--- src/rtl/riscv_alu_issue.sv ---
// Purpose : ALU issue/sequencing front end: decodes OP/OP-IMM, holds the ALU request through alu_wait, hands result to writeback.
// Latency : single-cycle op accepted at edge T is in EXEC during T+1 and presents wb_valid from T+2; multicycle adds one cycle per alu_wait cycle.
// Backpres: in_ready low in EXEC and WB; WB holds result stable indefinitely until wb_ready.
//
// Ports:
//   clock, reset            - rising-edge clock, asynchronous active-low reset
//   in_valid/in_ready       - instruction handshake; in_instr, in_rs1_val, in_rs2_val payload
//   alu_*  (out)            - ALU request, non-zero only in EXEC and held constant there
//   alu_rd, alu_wait (in)   - ALU result and busy flag
//   wb_valid/wb_ready       - writeback handshake; wb_rd_addr, wb_data payload
//   illegal                 - one-cycle pulse after accepting a non-ALU opcode
//
// Build option: define ALU_ISSUE_BACK_TO_BACK_EN to also accept a new instruction in the
// cycle WB hands off its result (1 single-cycle op per 2 cycles instead of per 3).

module riscv_alu_issue (
  input  logic        clock,
  input  logic        reset,
  input  logic        in_valid,
  output logic        in_ready,
  input  logic [31:0] in_instr,
  input  logic [31:0] in_rs1_val,
  input  logic [31:0] in_rs2_val,
  output logic        alu_is_op,
  output logic        alu_is_op_imm,
  output logic [2:0]  alu_funct3,
  output logic [6:0]  alu_funct7,
  output logic [31:0] alu_rs1,
  output logic [31:0] alu_rs2,
  output logic [31:0] alu_imm,
  input  logic [31:0] alu_rd,
  input  logic        alu_wait,
  output logic        wb_valid,
  input  logic        wb_ready,
  output logic [4:0]  wb_rd_addr,
  output logic [31:0] wb_data,
  output logic        illegal
);

  localparam logic [6:0] OPC_OP     = 7'b0110011;
  localparam logic [6:0] OPC_OP_IMM = 7'b0010011;

  typedef enum logic [1:0] {
    S_IDLE = 2'd0,
    S_EXEC = 2'd1,
    S_WB   = 2'd2
  } state_t;

  state_t state_q, state_d;

  logic        op_q, op_imm_q;
  logic [2:0]  funct3_q;
  logic [6:0]  funct7_q;
  logic [4:0]  rd_q;
  logic [31:0] rs1_q, rs2_q, imm_q;
  logic [31:0] result_q;
  logic        illegal_q;

  logic dec_op, dec_op_imm, dec_legal;
  logic accept;
  logic capture;

  // rs1 register-address bits are not needed here: operands arrive by value.
  logic unused_rs1_addr;
  assign unused_rs1_addr = ^in_instr[19:15];

  assign dec_op     = (in_instr[6:0] == OPC_OP);
  assign dec_op_imm = (in_instr[6:0] == OPC_OP_IMM);
  assign dec_legal  = dec_op | dec_op_imm;

  // in_ready is gated by the reset net so it reads 0 for the whole time reset is held.
`ifdef ALU_ISSUE_BACK_TO_BACK_EN
  assign in_ready = reset & ((state_q == S_IDLE) | ((state_q == S_WB) & wb_ready));
`else
  assign in_ready = reset & (state_q == S_IDLE);
`endif

  assign accept = in_valid & in_ready;

  always_comb begin
    state_d = state_q;
    capture = 1'b0;
    case (state_q)
      S_IDLE: begin
        if (accept && dec_legal) state_d = S_EXEC;
      end
      S_EXEC: begin
        if (!alu_wait) begin
          capture = 1'b1;
          // Writes to x0 are architecturally discarded, so skip the WB handshake.
          state_d = (rd_q != 5'd0) ? S_WB : S_IDLE;
        end
      end
      S_WB: begin
        if (wb_ready) state_d = (accept && dec_legal) ? S_EXEC : S_IDLE;
      end
      default: state_d = S_IDLE;
    endcase
  end

  always_ff @(posedge clock or negedge reset) begin
    if (!reset) begin
      state_q   <= S_IDLE;
      op_q      <= 1'b0;
      op_imm_q  <= 1'b0;
      funct3_q  <= 3'd0;
      funct7_q  <= 7'd0;
      rd_q      <= 5'd0;
      rs1_q     <= 32'd0;
      rs2_q     <= 32'd0;
      imm_q     <= 32'd0;
      result_q  <= 32'd0;
      illegal_q <= 1'b0;
    end else begin
      state_q   <= state_d;
      illegal_q <= accept & ~dec_legal;
      if (accept) begin
        op_q     <= dec_op;
        op_imm_q <= dec_op_imm;
        funct3_q <= in_instr[14:12];
        funct7_q <= in_instr[31:25];
        rd_q     <= in_instr[11:7];
        rs1_q    <= in_rs1_val;
        rs2_q    <= in_rs2_val;
        imm_q    <= {{20{in_instr[31]}}, in_instr[31:20]};
      end
      if (capture) result_q <= alu_rd;
    end
  end

  // The ALU releases its mul/div engine when the request drops, so every alu_* output
  // is forced to zero outside EXEC rather than left showing the latched values.
  logic in_exec;
  assign in_exec = (state_q == S_EXEC);

  assign alu_is_op     = in_exec & op_q;
  assign alu_is_op_imm = in_exec & op_imm_q;
  assign alu_funct3    = in_exec ? funct3_q : 3'd0;
  assign alu_funct7    = in_exec ? funct7_q : 7'd0;
  assign alu_rs1       = in_exec ? rs1_q    : 32'd0;
  assign alu_rs2       = in_exec ? rs2_q    : 32'd0;
  assign alu_imm       = in_exec ? imm_q    : 32'd0;

  assign wb_valid   = (state_q == S_WB);
  assign wb_data    = wb_valid ? result_q : 32'd0;
  assign wb_rd_addr = wb_valid ? rd_q     : 5'd0;
  assign illegal    = illegal_q;

endmodule

--- config.mk ---
export PLATFORM = sky130hd
export DESIGN_NAME = riscv_alu_issue
export DESIGN_NICKNAME = d
export VERILOG_FILES = /design/src/rtl/riscv_alu_issue.sv
export SDC_FILE = /design/constraint.sdc
export NUM_CORES = 1
export LEC_CHECK = 0
export CORE_MARGIN = 1
export CORE_UTILIZATION = 40
export CTS_CLUSTER_DIAMETER = 100
export DETAILED_ROUTE_END_ITERATION = 8
export GPL_TIMING_DRIVEN = 0
export PLACE_DENSITY = 0.89
export SLEW_MARGIN = 25
export SYNTH_ARGS = -nofsm -noshare
export SYNTH_HDL_FRONTEND = slang
export SYNTH_SLANG_ARGS = --single-unit
--- constraint.sdc ---
create_clock -name clock -period 3.2 [get_ports clock]
set_input_delay 0.64 -clock clock [delete_from_list [all_inputs] [get_ports clock]]
set_output_delay 0.64 -clock clock [all_outputs]
set_load 0.02 [all_outputs]
Yosys cells after proc, flatten, opt, wreduce, memory -nomap -nowiden

Cells that the tools add are included.

Bits in registers: 128
Logic and storage cells: 44

Equal/unequal tests: 7
Multiplexer cells: 15
Bitwise operators: 7
Reduce and logical (&&, ||, !) cells: 4

Operator list:

| operator           | count |
|---|---|
| $mux 32            | 4 |
| $mux 2             | 4 |
| $eq 7x5->1 const B | 1 |
| $eq 7x6->1 const B | 1 |
| $mux 7             | 1 |
| $pmux 2 s3         | 1 |
| $and 1x1->1        | 5 |
| $mux 5             | 1 |
| $reduce_bool 5->1  | 1 |
| $ne 2x1->1 const B | 2 |
| $mux 1             | 3 |
| $mux 3             | 1 |
| $reduce_and 3->1   | 1 |
| $eq 2x1->1 const B | 1 |
| $eq 2x2->1 const B | 1 |
| $logic_not 2->1    | 1 |
| $ne 2x2->1 const B | 1 |
| $logic_and 1x1->1  | 1 |
| $not 1->1          | 1 |
| $or 1x1->1         | 1 |

Logic depth before layout (Yosys ltp)

Gate-level depths: netlist of run 1.

Word-level depth: 7
Depth in mapped cells: 6
Mapped depth without buffers: 3

Worst setup path before layout of run 1

Ideal clock, no wire load.

Path kind: register -> output
Start point: register state_q[1]
End point: output port alu_imm[11]
Data arrival time: 1.754 ns
Required time: 2.560 ns
Setup slack: 0.806 ns
Cell stages (with the launch flop): 6
Cells stage by stage: dfrtp_1 nor2b_1 buf_2 clkbuf_1 and2_1 buf_4

Word-level cells in the longest chain between the ends: 2

RTL lines:

| item                   | line | source |
|---|---|---|
| start, declared        | 49   | `state_t state_q, state_d;` |
| start signal, assigned | 115  | `state_q <= state_d;` |
| $eq 2x1->1             | 134  | `assign in_exec = (state_q == S_EXEC);` |
| $mux 32                | 142  | `assign alu_imm = in_exec ? imm_q : 32'd0;` |
| end, declared          | 30   | `output logic [31:0] alu_imm,` |

Every way passes these cells.

Worst setup path after layout of run 1

Start point: register state_q[1]
End point: output port alu_imm[18]

The elaborated chain is that of the path after synthesis.

==> results_dict.tcl, run 1 <==
set metrics [dict create \
    p_sw_uw 956 \
    hold_buffers 0 \
    route.detailed.drc 0 \
    cts.path.max_buffers 2 \
    overflow 0 \
    grt_pass1_vias 5061 \
    die_h_um 121 \
    combPwrFrac 0.117 \
    rows 43 \
    dp_worst_setup_slack_ns -0.116 \
    clock_sinks 121 \
    postCtsSetupBuffers 0 \
    fin_nets 1034 \
    clk-insertion-delay-late_ns 0.41 \
    path_class "reg2out" \
    h-tree-depth 4 \
    n_fill_cell 1105 \
    clock_skew_ns 0.00669 \
    cts_tree "yes" \
    layout-drive-gt1-share 0.134 \
    hold_path_class "in2async" \
    finalSetupTns_ns 0 \
    antenna_cells 0 \
    critPathLaunchType "flop" \
    syn_inst 605 \
    synth_cell_type_count 24 \
    p_clk_frac 0.443 \
    final_cells 1093 \
    layout_setup_ws_ns 0.0997 \
    die_area_sq_mm 0.0147 \
    hpwl_um 12000 \
    yosysSeqAreaShare 0.533 \
    swShare 0.233 \
    vias 4951 \
    grt_pass1_wl_um 25800 \
    dp.cells 1061 \
    drv_cap 0 \
    grt_max_degree 68 \
    path_clk_slew_ns 0.05 \
    drt-initial-drc-count 176 \
    status "finished, final reports clean" \
    viasPerCell 4.53 \
    ys_ff_latch 121 \
    syn_to_final_growth_pct 63.1 \
    syn_area_sq_mm 0.00568 \
    layout_common_cells "274 x clkdlybuf4s50_1, 256 x nand2_1, 121 x dfrtp_1, 116 x and2_1, 27 x buf_4" \
    power_leakage_nw 4.41 \
    mostFrequentLayoutCell "clkdlybuf4s50_1" \
    layout_worst_path_cycle_share 0.969 \
    antenna_left 0 \
    setup_violations 0 \
    syn_avg_cell_area_sq_um 9.39 \
    cp_max_fo 11 \
    powerDensity_mw_per_mm2 442 \
    dr.pass1.iters 4 \
    port_buffers 275 \
    fmax_mhz 323 \
    cp.arrival_ns 2.46 \
    critPathRequiredTime_ns 2.56 \
    place.gp.congestion 0.752 \
    relSlewSlack 0.697 \
    seqPwrFrac 0.440 \
    grt_usage 0.232 \
    drt-total-wl_um 16500 \
    syn_nets 738 \
    io_pins 281 \
    irDropWorstVdd_mv 0.330 \
    maxSlewViolCount 0 \
    root_buffer "clkbuf_16" \
    hold_viol_final 0 \
    p_int_mw 3.14 \
    yosys_warnings 0 \
    wl_per_cell_um 15.1 \
    cts_buffers 17 \
    worstSetupEndpointType "output port" \
    die_x_um 121 \
    start_util 0.409 \
    antenna_found_initial 0 \
    post-route-min-period_ns 3.10 \
    worst_pin_slew_ns 0.455 \
    coreArea_sq_mm 0.0139 \
    power.total_mw 4.10 \
]
metrics by stage:
step / utilization / hold slack (ns) / instance area (sq um)
after floorplan: - / 0.344 / 5680
after global placement: 0.624 / 0.449 / 8660
after detailed placement: 0.626 / 0.454 / 8690
after CTS: 0.667 / 0.151 / 9270
after global routing: 0.668 / 0.166 / 9270
final: 0.668 / 0.155 / 9270
critical path: stages (launching register included):
cell	delay [ns]
dfrtp_1	0.45
nor2b_1	0.16
clkbuf_4	0.24
clkbuf_4	0.23
and2_4	0.24
buf_4	0.13
clkdlybuf4s50_1	0.61
cell type report:
| type | instances | area [sq um] | area share |
|---|---|---|---|
| inverter | 1 | 3.75 | 0.000405 |
| buffer | 62 | 445 | 0.0480 |
| clock buffer | 22 | 454 | 0.0490 |
| clock inverter | 9 | 100 | 0.0108 |
| multi-input combinational | 422 | 2230 | 0.240 |
| sequential | 121 | 3030 | 0.327 |
| timing repair buffer | 276 | 2790 | 0.300 |
| tap | 180 | 225 | 0.0243 |
logic make-up (layout without fill, tap and decap cells):
family / after synthesis / after routing / share of synthesized area
and+or+nand+nor: 383 / 384 / 0.315
DFF: 121 / 121 / 0.533
buffers and inverters: 63 / 370 / 0.0771
muxes: 32 / 32 / 0.0694
AOI/OAI and AO/OA: 6 / 6 / 0.00594
per-layer routing:
metal / track usage / vias up / share of wire
li1: - / 2426 / -
met1: 0.259 / 2325 / 0.39
met2: 0.404 / 180 / 0.51
met3: 0.0935 / 20 / 0.082
met4: 0.0718 / 0 / 0.013
met5: 0 / - / 0
registers in the layout, indices dropped and copies added (netlist names), 2 cells and up:
register	count
result_q	32
rs1_q	32
funct7_q	7
rd_q	5
state_q	2
imm_q	5
rs2_q	32
funct3_q	3
power groups by stage:
stage                     registers [mW]  clock network, mW  logic (mW)
after global placement              1.82                  0       0.459
after global routing                1.82               1.93       0.537
final                               1.80               1.81       0.479
after floorplan                     1.80                  0       0.223
after detailed placement            1.83                  0       0.480
after CTS                           1.80               1.85       0.486
Yosys cell counts, drive strengths merged:
cell type | n | area (sq um)
a31oi | 1 | 6.26
and2 | 118 | 738
and2b | 1 | 8.76
and4bb | 1 | 16.3
buf | 51 | 392
clkbuf | 11 | 42.5
dfrtp | 121 | 3030
inv | 1 | 3.75
mux2 | 32 | 394
nand2 | 256 | 961
nand3 | 1 | 5.00
nand4bb | 1 | 11.3
nor2b | 1 | 6.26
nor3b | 2 | 26.3
nor4b | 1 | 8.76
o21ai | 4 | 20.0
o31ai | 1 | 7.51
or4 | 1 | 7.51
worst paths after layout:
kind / end / slack (ns) / depth (start not counted) / startpoint
hold reg to reg: rs2_q[14] / 0.46 / 2 / rs2_q[14]
max in group asynchronous: result_q[17] / 2.37 / 2 / reset
setup reg to reg: result_q[15] / 1.60 / 3 / state_q[1]
setup / recovery: alu_imm[18] / 0.1 / 6 / state_q[1]
hold / removal: rs1_q[16] / 0.16 / 1 / reset
min in group clock: rs2_q[14] / 0.46 / 2 / rs2_q[14]
repair_timing:
| item | CTS | global route |
|---|---|---|
| gates resized for setup | 6 | 5 |
| pin swaps | 1 | 0 |
| setup endpoints to repair | 34 | 34 |
| gates cloned | 1 | 0 |
No activity file was read; power rests on OpenSTA's default activity.
==> run 2, diff against run 1 <==
- RECOVER_POWER: not set -> 25
==> results of run 2 <==
No change in the layout: final DEF, timing and power equal those of run 1.
